$ cat src/rtl/spi_bus_monitor.sv
// SPI mode-0 slave debug monitor: snapshots {OUTPUT_SIGNAL_IN, DATA_IN, ADDR_IN} on select and shifts it out LSB first.
// Optional trailing CRC-8 (poly 0x07) enabled by defining SPI_MONITOR_CRC8_EN.
module spi_bus_monitor #(
    parameter int unsigned ADDR_W      = 24,
    parameter int unsigned DATA_W      = 16,
    parameter int unsigned OSIG_W      = 8,
    parameter int unsigned ISIG_W      = 8,
    parameter int unsigned SYNC_STAGES = 2
) (
    input  logic              CLK_IN,
    input  logic              RESET_IN,
    input  logic              SPICLK_IN,
    input  logic              SPISI_IN,
    input  logic              SPISS_IN,
    input  logic [ADDR_W-1:0] ADDR_IN,
    input  logic [DATA_W-1:0] DATA_IN,
    input  logic [OSIG_W-1:0] OUTPUT_SIGNAL_IN,
    output logic [ISIG_W-1:0] INPUT_SIGNAL,
    output logic              INPUT_STROBE,
    output logic              SPISO,
    output logic              SPISO_OE,
    output logic              FRAME_ABORT
);
    localparam int unsigned FRAME_W = ADDR_W + DATA_W + OSIG_W;
`ifdef SPI_MONITOR_CRC8_EN
    localparam int unsigned TX_BITS = FRAME_W + 8;
`else
    localparam int unsigned TX_BITS = FRAME_W;
`endif
    localparam int unsigned CNT_W = $clog2(TX_BITS + 1);

    typedef enum logic [1:0] {S_IDLE, S_SHIFT, S_OVERRUN} state_t;

    state_t                   r_state, w_next;
    logic [SYNC_STAGES-1:0]   r_sck_sync, r_ss_sync, r_si_sync;
    logic                     r_sck_prev, r_ss_prev;
    logic [TX_BITS-1:0]       r_tx;
    logic [ISIG_W-1:0]        r_rx, r_isig;
    logic [CNT_W-1:0]         r_cnt;
    logic                     r_spiso, r_oe, r_commit, r_abort, r_strobe, r_abort_o;
    logic                     w_sck, w_ss, w_si, w_sck_rise, w_sck_fall, w_ss_rise, w_ss_fall;
    logic                     w_load, w_tx_shift, w_rx_shift, w_cnt_inc, w_commit, w_abort, w_rx_full;
    logic [FRAME_W-1:0]       w_frame;
    logic [TX_BITS-1:0]       w_snapshot;

    assign w_sck      = r_sck_sync[SYNC_STAGES-1];
    assign w_ss       = r_ss_sync[SYNC_STAGES-1];
    assign w_si       = r_si_sync[SYNC_STAGES-1];
    assign w_sck_rise = w_sck & ~r_sck_prev;
    assign w_sck_fall = ~w_sck & r_sck_prev;
    assign w_ss_rise  = w_ss & ~r_ss_prev;
    assign w_ss_fall  = ~w_ss & r_ss_prev;
    assign w_rx_full  = (r_cnt >= CNT_W'(ISIG_W));
    assign w_frame    = {OUTPUT_SIGNAL_IN, DATA_IN, ADDR_IN};

`ifdef SPI_MONITOR_CRC8_EN
    function automatic logic [7:0] crc8(input logic [FRAME_W-1:0] word);
        logic [7:0] c;
        logic       fb;
        c = '0;
        for (int unsigned i = 0; i < FRAME_W; i++) begin
            fb = c[7] ^ word[i];
            c  = {c[6:0], 1'b0} ^ (fb ? 8'h07 : 8'h00);
        end
        return c;
    endfunction
    assign w_snapshot = {crc8(w_frame), w_frame};
`else
    assign w_snapshot = w_frame;
`endif

    always_ff @(posedge CLK_IN) begin
        if (RESET_IN) r_state <= S_IDLE;
        else          r_state <= w_next;
    end

    // Leaving SHIFT waits for the SCK fall after the last bit so the final MISO bit keeps its full high phase.
    always_comb begin
        w_next = r_state;
        case (r_state)
            S_IDLE:    if (w_ss_fall) w_next = S_SHIFT;
            S_SHIFT:   if (w_ss_rise) w_next = S_IDLE;
                       else if (w_sck_fall && r_cnt == CNT_W'(TX_BITS)) w_next = S_OVERRUN;
            S_OVERRUN: if (w_ss_rise) w_next = S_IDLE;
            default:   w_next = S_IDLE;
        endcase
    end

    always_comb begin
        w_load     = 1'b0;
        w_tx_shift = 1'b0;
        w_rx_shift = 1'b0;
        w_cnt_inc  = 1'b0;
        w_commit   = 1'b0;
        w_abort    = 1'b0;
        case (r_state)
            S_IDLE: w_load = w_ss_fall;
            S_SHIFT: begin
                if (w_ss_rise) begin
                    w_commit = w_rx_full;
                    w_abort  = ~w_rx_full;
                end else begin
                    w_cnt_inc  = w_sck_rise && (r_cnt != CNT_W'(TX_BITS));
                    w_rx_shift = w_sck_rise && !w_rx_full;
                    w_tx_shift = w_sck_fall;
                end
            end
            S_OVERRUN: begin
                w_commit = w_ss_rise & w_rx_full;
                w_abort  = w_ss_rise & ~w_rx_full;
            end
            default: ;
        endcase
    end

    // SS synchronisers reset low so a select held across reset is not seen as a fresh frame.
    always_ff @(posedge CLK_IN) begin
        if (RESET_IN) begin
            r_sck_sync <= '0;
            r_ss_sync  <= '0;
            r_si_sync  <= '0;
            r_sck_prev <= 1'b0;
            r_ss_prev  <= 1'b0;
            r_tx       <= '0;
            r_rx       <= '0;
            r_cnt      <= '0;
            r_spiso    <= 1'b0;
            r_oe       <= 1'b0;
            r_commit   <= 1'b0;
            r_abort    <= 1'b0;
            r_isig     <= '0;
            r_strobe   <= 1'b0;
            r_abort_o  <= 1'b0;
        end else begin
            r_sck_sync <= {r_sck_sync[SYNC_STAGES-2:0], SPICLK_IN};
            r_ss_sync  <= {r_ss_sync[SYNC_STAGES-2:0], SPISS_IN};
            r_si_sync  <= {r_si_sync[SYNC_STAGES-2:0], SPISI_IN};
            r_sck_prev <= w_sck;
            r_ss_prev  <= w_ss;
            if (w_load) begin
                r_tx  <= w_snapshot;
                r_cnt <= '0;
            end else begin
                if (w_tx_shift) r_tx <= {1'b0, r_tx[TX_BITS-1:1]};
                if (w_cnt_inc)  r_cnt <= r_cnt + 1'b1;
            end
            if (w_rx_shift) r_rx <= {w_si, r_rx[ISIG_W-1:1]};
            r_spiso   <= (r_state == S_SHIFT) & r_tx[0];
            r_oe      <= (r_state != S_IDLE);
            r_commit  <= w_commit;
            r_abort   <= w_abort;
            if (r_commit) r_isig <= r_rx;
            r_strobe  <= r_commit;
            r_abort_o <= r_abort;
        end
    end

    assign INPUT_SIGNAL = r_isig;
    assign INPUT_STROBE = r_strobe;
    assign SPISO        = r_spiso;
    assign SPISO_OE     = r_oe;
    assign FRAME_ABORT  = r_abort_o;
endmodule

$ cat config.mk
export PLATFORM = sky130hd
export DESIGN_NAME = spi_bus_monitor
export DESIGN_NICKNAME = d
export VERILOG_FILES = /design/src/rtl/spi_bus_monitor.sv
export SDC_FILE = /design/constraint.sdc
export NUM_CORES = 1
export LEC_CHECK = 0
export ABC_AREA = 1
export BUFFER_PORTS_ARGS = -buffer_cell sky130_fd_sc_hd__buf_2
export CAP_MARGIN = 5
export CORE_ASPECT_RATIO = 0.8
export CORE_UTILIZATION = 30
export CTS_BUF_LIST = sky130_fd_sc_hd__clkbuf_8
export DETAILED_ROUTE_END_ITERATION = 12
export GPL_ROUTABILITY_DRIVEN = 0
export PLACE_DENSITY = 0.45
export SLEW_MARGIN = 25
export SYNTH_ARGS = -nofsm -noshare
export SYNTH_HDL_FRONTEND = slang
export SYNTH_SLANG_ARGS = --single-unit
$ cat constraint.sdc
create_clock -name CLK_IN -period 3.5 [get_ports CLK_IN]
set_input_delay 0.35 -clock CLK_IN [delete_from_list [all_inputs] [get_ports CLK_IN]]
set_output_delay 0.35 -clock CLK_IN [all_outputs]
set_load 0.005 [all_outputs]
Yosys cells after proc, flatten, opt, wreduce, memory -nomap -nowiden:

Cells that the tools add are included.

* $add $sub $neg: 1
* magnitude comparators: 1
* eq/ne operators: 7
* multiplexer cells: 18
* bitwise operators: 12
* reductions and logical operators: 9

Operators by type and width (number)
* $mux W48: 2
* $mux W1: 9
* $mux W2: 4
* $and A1 B1 Y1: 7
* $add A6 B1 Y6 const B: 1
* $eq A6 B6 Y1 const B: 1
* $ge A6 B4 Y1 const B: 1
* $ne A6 B6 Y1 const B: 1
* $pmux W2 S3: 1
* $not A1 Y1: 5
* $ne A2 B2 Y1 const B: 2
* $pmux W1 S2: 2
* $reduce_bool A2 Y1: 2
* $logic_and A1 B1 Y1: 3
* $ne A3 B3 Y1 const B: 1
* $reduce_and A3 Y1: 1
* $eq A2 B1 Y1 const B: 1
* $eq A2 B2 Y1 const B: 1
* $logic_not A2 Y1: 1
* $reduce_or A2 Y1: 1
* $logic_not A1 Y1: 1

* flip-flop bits (word level): 86
* bits of input ports: 53
* output and inout bits: 12
* logic and storage cells: 64

Longest topological paths before layout:

* depth in word-level cells: 6
* depth in mapped cells: 11
* gate-level depth less buffers: 9

Worst setup path before layout:

Ideal clock, no wire load.

* path kind: register to register
* start: register r_state[0]
* end: register r_tx[0]
* setup time: 0.116 ns
* arrival: 1.344 ns
* data required time: 3.384 ns
* path slack: 2.041 ns
* cell stages (with the launch flop): 12
* path buffers: 2
* period minus slack after synthesis: 1.459 ns
* path through: dfxtp_1 inv_1 ha_1 inv_2 nor2_2 inv_2 buf_4 buf_4 nand2_1 nand2_1 nor2_1 nor2_1

* cells in the longest elaborated chain, start to end: 3
* elaborated cells on any way between the ends: 6
* classes of those cells: eq/ne: 1; mux: 3; reduce/logical: 2

RTL lines
* start: declaration: RTL line 34 `state_t r_state, w_next;`
* start signal: assignment: RTL line 74 `else r_state <= w_next;`
* $eq A2 B1 Y1 or $logic_not A2 Y1 (tied branches): RTL line 96 `case (r_state)`
* $mux W1: RTL line 96
* $reduce_bool A2 Y1 (no line) or $mux W48 (tied branches)
* end signal: assignment: RTL line 141 `r_tx <= w_snapshot;`
* end signal: assignment: RTL line 144 `if (w_tx_shift) r_tx <= {1'b0, r_tx[TX_BITS-1:1]};`
* end: declaration: RTL line 37 `logic [TX_BITS-1:0] r_tx;`

Several ways; a longest one is shown, not always the timed one.
A chain may end at the register's enable or synchronous reset.

Final worst setup path:

* start: register r_state[0]
* end: register r_cnt[4]

* cells in the longest elaborated chain, start to end: 3
* elaborated cells on any way between the ends: 5
* classes of those cells: eq/ne: 1; mux: 2; reduce/logical: 2

RTL lines
* $logic_not A2 Y1: RTL line 96
* $mux W1: RTL line 96
* $reduce_or A2 Y1 (no line)
* end signal: assignment: RTL line 145 `if (w_cnt_inc) r_cnt <= r_cnt + 1'b1;`
* end: declaration: RTL line 39 `logic [CNT_W-1:0] r_cnt;`

Several ways; a longest one is shown, not always the timed one.

==> results.cfg <==
[power_and_ir_drop]
static-leakage-power_nw = 1.930
power.density_mw_per_mm2 = 454.6
ir_worst_vdd_mv = 0.1995

[route]
drc_errors = 0
vias = 3364
viasPerCell = 4.409
post_drt_wl_per_cell_um = 11.14
first_pass_iters = 5
ant_nets = 0
wirelength_um = 8501
drt_first_iter_violations = 197

[floorplan]
die_w_um = 126.9
core-area_sq_mm = 0.01216
start_util_pct = 30.76
num_rows = 36
ios = 65
fp.dieH_um = 101.9
die_area_sq_mm = 0.01292

[layout]
antennaDiodeCount = 0
synthToLayoutAreaGrowth_pct = 14.98
final_nets = 664
layout_commonest_cell = nand2_1
drive_gt1_share_pct = 15.22
fin_util_pct = 35.37
final_cell_mix = 266 x nand2_1, 86 x dfxtp_1, 64 x buf_2

[clocking]
htreeDepth = 3
cts_hold_buf = 0
cts_buffers = 9
ctsResizeCount = 0
clk_pin_slew_ps = 90
cts_sinks = 86
cts.path.max_buffers = 2
tritoncts = yes
cts-root-buf = clkbuf_8
postCtsSetupRepairBufs = 0
insertion_delay_ps = 370

[status]
status = finished, final reports clean

[timing]
fin_setup_tns_ps = 0
tightest_slew_ps = 863.1
period_needed_ps = 1902
rsz0062_at_grt = no
hold_violations = 0
fin_worst_skew_ps = 10.59
slew_violations = 0
finalSetupViolations = 0
slew_headroom_pct = 42.46
max_freq_mhz = 525.8
finalCritPeriodShare_pct = 54.34

[setup_path]
reg2reg_from = r_state[0]
rrSetupSlack_ps = 1600
crit_type = reg -> reg
timing.critical_path.buf_inv = 4
crit_arrival_ps = 2190
crit_cells = 8
crit_fanout = 48
critPathMaxStageDelay_ps = 430
critPathLaunch = r_state[0]
crit_family = buffers and inverters
r2r.worst_path.cells = 8
path_cells = inv_1, ha_1, inv_2, nor2_4, inv_2, buf_4, nand2_1, a21oi_1
slowest_stage = buf_4
endpoint_kind = register
start_kind = register
cpMostUsedCell = inv_2
crit_required_ps = 3780

[logic_synthesis]
synth_nets = 615
synth_area_per_cell_sq_um = 6.716
synthMuxAreaShare_pct = 0
synth_top_family_by_area = simple AND/OR/NAND/NOR gates
yosysWarnings = 0
seq_area_frac_synth_pct = 46.02
synth-xor-area-share_pct = 0.7023
yosysUniqueCellTypes = 22
syn_inst = 557
synthSimpleGateAreaFrac_pct = 33.38
synthAdderAreaFrac_pct = 1.672
syn-cell-area_sq_mm = 0.003741
ys_ff_latch = 86
synth_compound_area_share_pct = 10.00

[min_path]
min_path_cells = 3
min_path_type = in -> reg
min_from = SPISI_IN

[grt]
grt_pass1_vias = 3095
grt_remaining_overflow = 0
grtUsageTotal_pct = 13.90
grt_max_degree = 60
grt_pass1_wl_um = 14210
antenna_found_initial = 0

[placed_design]
io_buffers = 64
dp_hpwl_um = 5082

[flow_run]
maxCapViolations = 0
==> synthesized netlist by cell type (all sizes together) <==
cell type,instances,area [sq um]
ha,5,62.56
nor4,1,6.260
buf,24,168.9
inv,30,112.6
nand3,5,25.02
clkinv,1,3.750
xor2,2,17.52
clkbuf,6,22.52
o21ai,19,98.85
a21oi,55,275.3
nor3,1,5.000
nand4,2,12.51
nor2,53,201.5
dfxtp,86,1722
xnor2,1,8.760
nand2,266,998.5
==> state kept, by name, indices dropped and copies added, names as in the netlist <==
register,cells
r_ss_prev,1
r_sck_sync,2
r_cnt,6
r_state,2
r_ss_sync,2
r_si_sync,2
r_abort,1
INPUT_STROBE,1
SPISO,1
r_commit,1
FRAME_ABORT,1
INPUT_SIGNAL,8
r_rx,8
r_sck_prev,1
r_tx,48
SPISO_OE,1
==> kinds of logic (layout without fill, tap and decap cells) <==
| family | count (synthesis) | after routing |
|---|---|---|
| flops | 86 | 86 |
| buf+inv | 61 | 115 |
| simple gates | 328 | 328 |
| xor+xnor | 3 | 3 |
| compound gates | 74 | 74 |
| fa+ha+maj | 5 | 5 |
==> where the power goes <==
part           total (W)  internal (W)  switching [W]  leakage, nW
logic           0.000235     0.0000787       0.000156         1.13
registers        0.00102       0.00100      0.0000135        0.695
clock network   0.000703      0.000332       0.000371        0.103
==> worst register-to-register path: cells and delay by family, from the launching register on <==
family          cells  cell delay [ps]
flops               1              360
simple gates        2              360
compound gates      1              200
fa+ha+maj           1              240
buf+inv             4              660
==> final timing paths <==
check,end
hold reg to reg,r_si_sync[1]
setup reg to reg,r_cnt[4]
hold / removal,r_si_sync[0]
setup / recovery,r_cnt[4]
==> per-layer routing <==
layer	GRT usage [%]	wire length (um)	vias to the layer above
met1	16.89	4054	1501
met4	4.853	131	0
li1	-	-	1810
met3	3.927	307	10
met2	23.84	4007	43
met5	0	0	-
==> cell type report <==
type	instances	area [sq um]
repair buffers	68	350.3
flip-flops and latches	86	1722
multi-input cells	410	1724
fillers	1372	7860
well taps	152	190.2
clock inverters	7	75.07
inverters	31	116.4
clock buffers	9	123.9
==> through the flow <==
step / std cells / instance area [sq um] / power (W) / hold slack [ps] / setup slack [ps]
after global routing: 763 / 4302 / 0.002065 / 171.1 / 1395
after detailed placement: 747 / 4103 / 0.001281 / 397.0 / 1589
final: 763 / 4302 / 0.001955 / 180.4 / 1598
after global placement: 747 / 4103 / 0.001276 / 392.8 / 1655
after floorplan: 557 / 3741 / 0.001208 / 388.3 / 2041
after CTS: 763 / 4302 / 0.001996 / 163.0 / 1549
Note: power is estimated with default switching activity, not from simulation.
